--- config.mk ---
export PLATFORM = sky130hd
export DESIGN_NAME = signed_display_driver
export DESIGN_NICKNAME = d
export VERILOG_FILES = /design/src/rtl/signed_display_driver.sv
export SDC_FILE = /design/constraint.sdc
export NUM_CORES = 1
export LEC_CHECK = 0
export ABC_CLOCK_PERIOD_IN_PS = 4300
export CORE_UTILIZATION = 46
export DETAILED_ROUTE_END_ITERATION = 10
export SYNTH_ARGS = -nofsm -noshare
export SYNTH_HDL_FRONTEND = slang
export SYNTH_SLANG_ARGS = --single-unit
export TNS_END_PERCENT = 100
--- constraint.sdc ---
create_clock -name clk -period 4.3 [get_ports clk]
set_input_delay 0.43 -clock clk [delete_from_list [all_inputs] [get_ports clk]]
set_output_delay 0.43 -clock clk [all_outputs]
set_load 0.005 [all_outputs]
--- src/rtl/signed_display_driver.sv ---
// Two's-complement result to sign-magnitude BCD, shown on a 4-digit multiplexed
// common-anode 7-segment display. Sequential double-dabble runs for 8 cycles.
module signed_display_driver #(
  parameter int REFRESH_BITS = 18
) (
  input  logic       clk,
  input  logic       rst_n,
  input  logic [7:0] value,
  input  logic       ovfl,
  input  logic       load,
  output logic       busy,
  output logic [6:0] seg,
  output logic [3:0] an
);

  localparam logic [6:0] SegBlank = 7'b1111111;
  localparam logic [6:0] SegMinus = 7'b0111111;
  localparam logic [6:0] SegE     = 7'b0000110;

  typedef enum logic [1:0] {StIdle, StAbs, StShift, StDone} state_e;

  state_e                  state_q;
  logic [7:0]              value_q;
  logic                    ovfl_q;
  logic                    neg_q;
  logic [19:0]             dd_q;
  logic [2:0]              cnt_q;
  logic [REFRESH_BITS-1:0] refresh_q;
  logic                    valid_q;
  logic                    disp_neg_q;
  logic                    disp_ovfl_q;
  logic [3:0]              disp_h_q;
  logic [3:0]              disp_t_q;
  logic [3:0]              disp_o_q;
  logic                    busy_q;
  logic [6:0]              seg_q;
  logic [3:0]              an_q;

  logic [7:0]  mag;
  logic [19:0] dd_adj;
  logic        nxt_valid;
  logic        nxt_neg;
  logic        nxt_ovfl;
  logic [3:0]  nxt_h;
  logic [3:0]  nxt_t;
  logic [3:0]  nxt_o;
  logic [6:0]  dig [4];
  logic [1:0]  sel;
  logic [6:0]  seg_d;
  logic [3:0]  an_d;

  function automatic logic [6:0] enc_digit(input logic [3:0] d);
    logic [6:0] s;
    case (d)
      4'd0:    s = 7'b1000000;
      4'd1:    s = 7'b1111001;
      4'd2:    s = 7'b0100100;
      4'd3:    s = 7'b0110000;
      4'd4:    s = 7'b0011001;
      4'd5:    s = 7'b0010010;
      4'd6:    s = 7'b0000010;
      4'd7:    s = 7'b1111000;
      4'd8:    s = 7'b0000000;
      4'd9:    s = 7'b0010000;
      default: s = SegBlank;
    endcase
    return s;
  endfunction

  always_comb begin
    mag    = value_q[7] ? (~value_q + 8'd1) : value_q;
    dd_adj = dd_q;
    if (dd_q[11:8]  >= 4'd5) dd_adj[11:8]  = dd_q[11:8]  + 4'd3;
    if (dd_q[15:12] >= 4'd5) dd_adj[15:12] = dd_q[15:12] + 4'd3;
    if (dd_q[19:16] >= 4'd5) dd_adj[19:16] = dd_q[19:16] + 4'd3;
  end

  // The scan register looks at the display contents being written this edge,
  // so new digits reach seg/an on the same edge that ends DONE.
  always_comb begin
    nxt_valid = valid_q;
    nxt_neg   = disp_neg_q;
    nxt_ovfl  = disp_ovfl_q;
    nxt_h     = disp_h_q;
    nxt_t     = disp_t_q;
    nxt_o     = disp_o_q;
    if (state_q == StDone) begin
      nxt_valid = 1'b1;
      nxt_neg   = neg_q;
      nxt_ovfl  = ovfl_q;
      nxt_h     = dd_q[19:16];
      nxt_t     = dd_q[15:12];
      nxt_o     = dd_q[11:8];
    end
    dig[0] = SegBlank;
    dig[1] = SegBlank;
    dig[2] = SegBlank;
    dig[3] = SegE;
    if (!nxt_ovfl) begin
      dig[3] = nxt_neg ? SegMinus : SegBlank;
      dig[2] = (nxt_h == 4'd0) ? SegBlank : enc_digit(nxt_h);
      dig[1] = (nxt_h == 4'd0 && nxt_t == 4'd0) ? SegBlank : enc_digit(nxt_t);
      dig[0] = enc_digit(nxt_o);
    end
    sel   = refresh_q[REFRESH_BITS-1 -: 2];
    seg_d = SegBlank;
    an_d  = 4'b1111;
    if (nxt_valid) begin
      seg_d = dig[sel];
      an_d  = ~(4'b0001 << sel);
    end
  end

  always_ff @(posedge clk) begin
    if (!rst_n) begin
      state_q     <= StIdle;
      value_q     <= 8'd0;
      ovfl_q      <= 1'b0;
      neg_q       <= 1'b0;
      dd_q        <= 20'd0;
      cnt_q       <= 3'd0;
      refresh_q   <= '0;
      valid_q     <= 1'b0;
      disp_neg_q  <= 1'b0;
      disp_ovfl_q <= 1'b0;
      disp_h_q    <= 4'd0;
      disp_t_q    <= 4'd0;
      disp_o_q    <= 4'd0;
      busy_q      <= 1'b0;
      seg_q       <= SegBlank;
      an_q        <= 4'b1111;
    end else begin
      refresh_q   <= refresh_q + REFRESH_BITS'(1);
      seg_q       <= seg_d;
      an_q        <= an_d;
      valid_q     <= nxt_valid;
      disp_neg_q  <= nxt_neg;
      disp_ovfl_q <= nxt_ovfl;
      disp_h_q    <= nxt_h;
      disp_t_q    <= nxt_t;
      disp_o_q    <= nxt_o;
      unique case (state_q)
        StIdle: begin
          if (load) begin
            value_q <= value;
            ovfl_q  <= ovfl;
            busy_q  <= 1'b1;
            state_q <= StAbs;
          end
        end
        StAbs: begin
          neg_q   <= value_q[7];
          dd_q    <= {12'd0, mag};
          cnt_q   <= 3'd0;
          state_q <= StShift;
        end
        StShift: begin
          dd_q  <= {dd_adj[18:0], 1'b0};
          cnt_q <= cnt_q + 3'd1;
          if (cnt_q == 3'd7) state_q <= StDone;
        end
        StDone: begin
          busy_q  <= 1'b0;
          state_q <= StIdle;
        end
        default: state_q <= StIdle;
      endcase
    end
  end

  assign busy = busy_q;
  assign seg  = seg_q;
  assign an   = an_q;

endmodule

* Word-level counts from Yosys, hierarchy flattened
Memory sizes are Yosys's and may differ from the RTL's.
Cells that the tools add are included.
** Cells by class
- Add/sub/neg operators :: 6
- Multiply operators :: 0
- Divide/modulo/power cells :: 0
- $lt $le $gt $ge :: 4
- Eq/ne operators :: 6
- Shifts and indexed selects :: 1
- Mux-type cells :: 24
- Bitwise logic cells :: 3
- Reductions and logical operators :: 10
** Operator list (number)
- 20-bit case mux with 2 select lines :: 1
- 7-bit two-way mux :: 5
- 28-bit two-way mux :: 1
- 4-bit two-way mux :: 5
- 18-bit by 1-bit adder with 18-bit output, second input constant :: 1
- 7-bit binary-select mux with 2-bit select :: 1
- 4-bit by 3-bit >= comparator with 1-bit output, second input constant :: 3
- 4-bit by 2-bit adder with 4-bit output, second input constant :: 2
- 8-bit by 1-bit adder with 8-bit output, second input constant :: 1
- 4-bit logical NOT :: 2
- 8-bit two-way mux :: 1
- 8-bit inverter :: 1
- 2-bit case mux with 4 select lines :: 1
- 2-bit AND reduction :: 4
- 3-bit case mux with 2 select lines :: 1
- 2-bit equality test, second input constant :: 2
- 1-bit two-way mux :: 4
- 2-bit two-way mux :: 2
- 2-bit inequality test, second input constant :: 2
- 4-bit inverter :: 1
- 2-bit nonzero test :: 2
- 1-bit by 2-bit left shift with 4-bit output, first input constant :: 1
- 3-bit by 1-bit adder with 3-bit output, second input constant :: 1
- 3-bit by 2-bit adder with 3-bit output, second input constant :: 1
- other kinds (8) :: 8
** Word-level totals
- Flip-flop bits (word level) :: 80
- Latch bits :: 0
- Memory bits (writable) :: 0
- ROM bits :: 336
- Input bits :: 12
- Output and inout port bits :: 12
- Word-level logic and storage cells :: 73
- Memories :: 3
** Memories
- (no name shown) :: words 16, bits a word 7, rd ports 1, clocked after memory_dff 0, write ports 0, RTL line 54 : case (d)
- (no name shown) :: words 16, bits a word 7, rd ports 1, clocked after memory_dff 0, write ports 0, RTL line 54
- (no name shown) :: words 16, bits a word 7, rd ports 1, clocked after memory_dff 0, write ports 0, RTL line 54

* Logic depth before layout (Yosys ltp)
Gate-level depths: netlist of run 1.
- Depth in word-level cells :: 9
- Mapped depth :: 12
- Mapped depth without buffers :: 9

* Worst setup path before layout of run 1
OpenSTA, ideal clock, no wires.
- Kind :: register to register
- Start :: reg state_q[1]
- End :: reg seg_q[1], in the netlist seg[1]
- Library setup time :: 0.081 ns
- Arrival time :: 2.831 ns
- Required time :: 4.219 ns
- Slack :: 1.388 ns
- Stages on the path, launching flop included :: 12
- Path buffers :: 3
- Period minus slack after synthesis :: 2.912 ns
- Cells stage by stage :: dfxtp_1 > ha_1 > buf_6 > buf_12 > buf_2 > mux2i_1 > ha_1 > or4b_1 > a21boi_2 > a21oi_1 > a32o_1 > a41oi_1
** On the way
- Word-level cells in the longest chain between the ends :: 9
- Elaborated cells on any way between the ends :: 19
- Those cells by class :: 1 x eq/ne; 11 x mux; 4 x reduce/logical; 3 x memory
** RTL lines
- from (decl) :: RTL line 22 : state_e state_q;
- from (signal assigned) :: RTL line 116 : state_q <= StIdle;
- from (signal assigned) :: RTL line 148 : state_q <= StAbs;
- from (signal assigned) :: RTL line 155 : state_q <= StShift;
- 2-bit equality test (*) :: RTL line 87 : if (state_q == StDone) begin
- branches (longest 8 deep; another with memory read 16 x 7 bit)
- to (signal assigned) :: RTL line 130 : seg_q <= SegBlank;
- to (signal assigned) :: RTL line 134 : seg_q <= seg_d;
- to (decl) :: RTL line 36 : logic [6:0] seg_q;
Mark *: on every way between the ends. The select of a mux whose other input is x is not followed.
A chain may end at the register's enable or synchronous reset.

* Worst setup path in the final report of run 1
- Start :: reg state_q[0]
- End :: reg seg_q[5], in the netlist seg[5]
** On the way
- Elaborated cells on any way between the ends :: 19
- Those cells by class :: 1 x eq/ne; 11 x mux; 4 x reduce/logical; 3 x memory
** RTL lines
- 2-bit equality test :: RTL line 87
- 4-bit two-way mux :: RTL line 87
- named net nxt_o[0] :: RTL line 46 : logic [3:0] nxt_o;
- memory read 16 x 7 bit
- 28-bit two-way mux :: RTL line 99 : if (!nxt_ovfl) begin
- 7-bit binary-select mux with 2-bit select :: RTL line 109 : seg_d = dig[sel];
- 7-bit two-way mux (implied by the code) (2 in series) :: RTL line 109
The timed path passes the listed nets, and every way through them passes these cells. The select of a mux whose other input is x is not followed.

==> flow_summary.ini, run 1 <==
[run_status]
outcome = finished with violations
violations = DRC

[job]
max_cap_viol_count = 0

[floorplanning]
ios = 24
die_h_um = 102
rows = 36
die_area_um2 = 10400
core_um2 = 9730
die_x_um = 102
initial_core_util_pct = 47.1

[critical_path]
worstReg2RegStart = state_q[0]
cp-start-kind = flip-flop
reg2regPathDepth = 10
slowest_delay_ns = 0.48
critPathMaxFanout = 22
worstReg2RegEnd = seg[5]
cp_data_arrival_time_ns = 3.45
crit_top_cell = inv_1
worstPathCellList = ha_2 -> buf_4 -> mux2i_1 -> inv_1 -> ha_1 -> inv_1 -> a211oi_1 -> o21a_1 -> o21ba_1 -> or4_1
endpoint_kind = flip-flop
required_ns = 4.55
critPathSlowestCell = ha_2
path_class = reg -> reg
reg2reg_slack_ns = 1.10

[power]
power_density_nw_per_um2 = 389
p_leak_nw = 1.95
finalPower_mw = 1.97
irDropWorstVdd_uv = 194

[timing]
maxSlewViolCount = 0
post-route-period-util_pct = 74.5
setup_viol_count_final = 0
fin_ws_ns = 1.10
finalHoldViolCount = 0
max_freq_mhz = 312
finClkSkew_ns = 0.0164
fin_tns_setup_ns = 0
relSlewSlack_pct = 36.2
layout_min_cycle_time_ns = 3.20
worst_slew_pin_slew_ns = 0.958
rsz0062_at_grt = no

[global_route]
grt_max_degree = 71
grt_pass1_vias = 3462
grt_pass1_wl_mm = 16.4
antenna_found_initial = 0
use_met2_pct = 33.9
busiest_layer = met2
grtUsageTotal_pct = 20.4
met1_usage_pct = 24.9
grt_overflow_total = 0
use_met3_pct = 5.34

[synthesis]
yosysWarningCount = 0
synth_area_um2 = 4590
ys_types = 63
synth.area.top_cells = dfxtp_1 (35%), ha_1 (7.9%), nor2b_1 (4.2%)
synth_xor_area_share_pct = 4.20
synth-adder-area-share_pct = 7.91
synthFlopType = dfxtp_1
synth_simple_gate_area_share_pct = 23.1
avgSynthCellArea_um2 = 8.64
synthesis.nets = 572
muxShareOfSynthArea_pct = 6.88
synth_top_area_share_pct = 34.9
synth-compound-area-share_pct = 17.8
ys_seq_area_share_pct = 34.9
synth_top_family_by_area = simple AND/OR/NAND/NOR gates
synth.largest_area_cell = dfxtp_1
syn_inst = 531
ys_ff_latch = 80
async_flop_share_pct = 0
synth-edff-count = 0

[place]
io_buffers = 23
globalplace.congestion = 0.877
dp_hpwl_mm = 6.96
place_inst = 662
dpl_worst_slack_ns = 1.10

[min_path]
min_to = refresh_q[0]
whs_path_depth = 1
min_from = refresh_q[0]
hp-class = reg -> reg

[finish]
drive_gt1_share_pct = 6.24
mostFrequentLayoutCells = dfxtp_1 (80), nand2_1 (48), nor2b_1 (31)
diodes = 0
finalNonFillerCells = 678
final_util_pct = 52.2
nNetsFinal = 581
mostFrequentLayoutCell = dfxtp_1
areaGrowthSynthToFinish_pct = 10.7
n_fill_cell = 989

[routing]
dr.pass1.iters = 7
drt-vias-per-instance = 5.42
via_count = 3675
drc = 1
wl_mm = 9.77
wl_per_cell_um = 14.4
first_iter_violations = 157
ant_nets = 0

[cts]
cts_buffers = 9
postCtsSetupBuffers = 0
clk_latency_ns = 0.36
cts_tree = done
clkSlewWorstSetupHoldPaths_ns = 0.09
root_buffer = clkbuf_8
numClockSinks = 80
cts_buffer_depth = 2
cts_hold_buf = 0
htreeDepth = 3
ctsResizeCount = 0
[through the flow]
step	hold slack, ns	area, um2
global route	0.492	5070
global placement	0.427	4860
detailed placement	0.441	4860
CTS	0.454	5070
floorplan	0.412	4590
finish	0.443	5070
[critical path: cells and delay by family (launching register included)]
kind            cells  cell delay (ns)
compound gates      3             0.45
fa+ha+maj           2             0.71
buf+inv             3             0.63
flops               1             0.39
mux                 1             0.47
simple gates        1             0.45
[Yosys cell counts, types with 5 or more instances]
library cell / number
nor2_1: 19
a211oi_1: 6
dfxtp_1: 80
and2_1: 30
a32oi_1: 5
ha_1: 29
a21boi_0: 17
xor2_1: 10
o31ai_1: 8
nor3_1: 15
nand3b_1: 6
xnor2_1: 12
nand2b_1: 11
nand3_1: 13
o21ai_0: 28
nor2b_1: 31
a21oi_1: 20
o32ai_1: 5
clkbuf_1: 20
or3_1: 5
mux2i_1: 19
nand2_1: 48
inv_1: 28
[kinds of logic after synthesis]
family / after synthesis
flops: 80
compound gates: 120
xor+xnor: 22
buf+inv: 56
fa+ha+maj: 29
simple gates: 197
mux: 27
[worst max path at each step]
stage	from	endpoint	slack, ns	cells past startpoint
3_5_place_dp	state_q[1]	seg[5]	1.10	10
3_3_place_gp	state_q[1]	seg[5]	1.21	10
4_1_cts	state_q[1]	seg[5]	1.09	10
6_report	state_q[0]	seg[5]	1.10	10
2_1_floorplan	state_q[1]	seg[1]	1.39	11
5_1_grt	state_q[0]	seg[5]	0.83	10
[final cells by class]
| type | instances | area, um2 | area share, % |
|---|---|---|---|
| clock buffer | 11 | 131 | 2.59 |
| clock inverter | 5 | 81.3 | 1.60 |
| inverter | 29 | 109 | 2.14 |
| multi-input combinational | 395 | 2750 | 54.1 |
| sequential | 80 | 1600 | 31.6 |
| tap | 133 | 166 | 3.28 |
| timing repair buffer | 25 | 240 | 4.73 |
[flip-flops by register name, summed over array words and instances (netlist names), 2 cells and up]
name / flops
dd_q: 20
refresh_q: 18
value_q: 8
seg: 7
an: 4
disp_h_q: 4
disp_o_q: 4
disp_t_q: 4
cnt_q: 3
state_q: 2
[report_power, final]
| part | internal (mW) | switching [mW] | leakage, nW |
|---|---|---|---|
| Clock | 0.328 | 0.288 | 0.104 |
| Combinational | 0.211 | 0.294 | 1.20 |
| Sequential | 0.804 | 0.0502 | 0.648 |
[routing by layer]
| metal | up-vias | wire (um) |
|---|---|---|
| met2 | 70 | 4640 |
| met3 | 23 | 385 |
| li1 | 1858 | - |
| met5 | - | 0 |
| met4 | 0 | 237 |
| met1 | 1724 | 4510 |
Note: power is estimated with default switching activity, not from simulation.
==> inputs of run 2 (changes only) <==
Settings changed: ABC_CLOCK_PERIOD_IN_PS 4300 to 3100.
Clock period 4.3 ns to 3.1 ns, I/O delays scaled along.
==> run 2 against run 1 <==
Against the previous run: the flow now finishes without violations; cell area rose by 1.5%; sequential power is 38% higher; fmax up 14%; sequential cell count stayed put; register-to-register slack got worse by 0.82 ns; largest cell class unchanged; largest power group unchanged; critical path depth shrank 2; critical endpoint is now seg[1]; combinational power grew 44%; via count up 0.11%; worst hold slack worse by 0.037 ns; worst setup slack worse by 0.82 ns.
==> flow_summary.ini, run 2 (synthesized netlist as in run 1, its figures left out) <==
[run_status]
outcome = finished clean

[finish]
largest_register_ffs = 20
mostFrequentLayoutCell = dfxtp_1
finish.instance_area_um2 = 5150
diodes = 0
biggestRegsByFlops = dd_q x20, refresh_q x18, value_q x8
n_fill_cell = 939
drive_gt1_share_pct = 7.78
nNetsFinal = 590
mostFrequentLayoutCells = dfxtp_1 (80), nand2_1 (48), nor2b_1 (31)
multi_input_area_um2 = 2750
top_register = dd_q
regArea_um2 = 1600
areaGrowthSynthToFinish_pct = 12.3

[cts]
cts_buffers = 9
htreeDepth = 3
cts_tree = done
ctsResizeCount = 0
numClockSinks = 80
postCtsSetupBuffers = 0
cts_buffer_depth = 2
clk_latency_ns = 0.35
cts_hold_buf = 0
clkSlewWorstSetupHoldPaths_ns = 0.08
root_buffer = clkbuf_8

[timing]
post-route-period-util_pct = 90.9
fin_tns_setup_ns = 0
rsz0062_at_grt = no
worst_slew_pin_slew_ns = 0.586
max_freq_mhz = 355
relSlewSlack_pct = 60.3
maxSlewViolCount = 0
setup_viol_count_final = 0
layout_min_cycle_time_ns = 2.82
finClkSkew_ns = 0.00650
finalHoldViolCount = 0

[power]
p_leak_nw = 2.00
irDropWorstVdd_uv = 266
power_density_nw_per_um2 = 538

[floorplanning]
core_um2 = 9730
die_area_um2 = 10400
die_x_um = 102
die_h_um = 102
ios = 24
rows = 36
initial_core_util_pct = 47.1

[routing]
ant_nets = 0
first_iter_violations = 218
drt-vias-per-instance = 5.36
via_count = 3679
drc = 0
dr.pass1.iters = 5
wl_mm = 9.73
wl_per_cell_um = 14.2

[critical_path]
worstReg2RegStart = state_q[1]
cp-start-kind = flip-flop
cp_data_arrival_time_ns = 3.10
cp-startpoint = state_q[1]
worstPathCellList = ha_2 -> mux2i_1 -> ha_1 -> or4b_1 -> a21boi_2 -> a21oi_1 -> a32o_1 -> a41oi_1
critPathSlowestCell = or4b_1
required_ns = 3.38
endpoint_kind = flip-flop
critPathMaxFanout = 12
path_class = reg -> reg
slowest_delay_ns = 0.54

[place]
dpl-instance-area_um2 = 4930
io_buffers = 23
dp_hpwl_mm = 7.04
globalplace.congestion = 0.883

[global_route]
grt_pass1_vias = 3436
grt_overflow_total = 0
grt_pass1_wl_mm = 16.5
grt_max_degree = 70
antenna_found_initial = 0
grtUsageTotal_pct = 20.4

[job]
max_cap_viol_count = 0

[min_path]
hp-class = in -> reg
min_from = rst_n
run 2: critical path, delay by kind of cell (launching register included):
family	cells	cell delay (ns)
AND/OR/NAND/NOR	1	0.54
adder cells (fa/ha/maj)	2	0.70
AO/OA/AOI/OAI	4	0.79
flip-flops	1	0.39
multiplexers	1	0.32
run 2: cell type report:
class	instances	area share, %
Sequential cell	80	31.1
Timing Repair Buffer	34	5.98
Tap cell	133	3.23
Inverter	29	2.11
Multi-Input combinational cell	395	53.3
Clock buffer	12	3.01
Clock inverter	3	1.26
run 2: path summary, 6_finish.rpt:
check | to | slack (ns) | cells after the start
max | seg[1] | 0.28 | 8
min | valid_q | 0.41 | 2
max reg2reg | seg[1] | 0.28 | 8
min reg2reg | refresh_q[0] | 0.46 | 1
run 2: per-layer routing:
layer / up-vias / track usage (%) / part of all wire (%)
li1: 1879 / - / -
met1: 1734 / 27.0 / 48
met2: 51 / 33.0 / 47
met3: 15 / 2.53 / 2.4
met4: 0 / 10.1 / 2.2
met5: - / 0 / 0
run 2: metrics by stage:
stage / hold slack [ns] / setup WS [ns] / std cells / total power, mW / utilization, %
global route: 0.411 / 0.0915 / 686 / 2.95 / 52.9
CTS: 0.376 / 0.308 / 686 / 2.81 / 52.9
global placement: 0.423 / 0.423 / 671 / 1.93 / 50.7
floorplan: 0.412 / 0.188 / 531 / 1.75 / -
finish: 0.406 / 0.282 / 686 / 2.77 / 52.9
detailed placement: 0.443 / 0.332 / 671 / 1.94 / 50.7
run 2: power breakdown:
| group | switching, mW | total, mW | internal [mW] |
|---|---|---|---|
| Sequential | 0.0683 | 1.18 | 1.12 |
| Clock | 0.367 | 0.859 | 0.493 |
| Combinational | 0.420 | 0.727 | 0.307 |
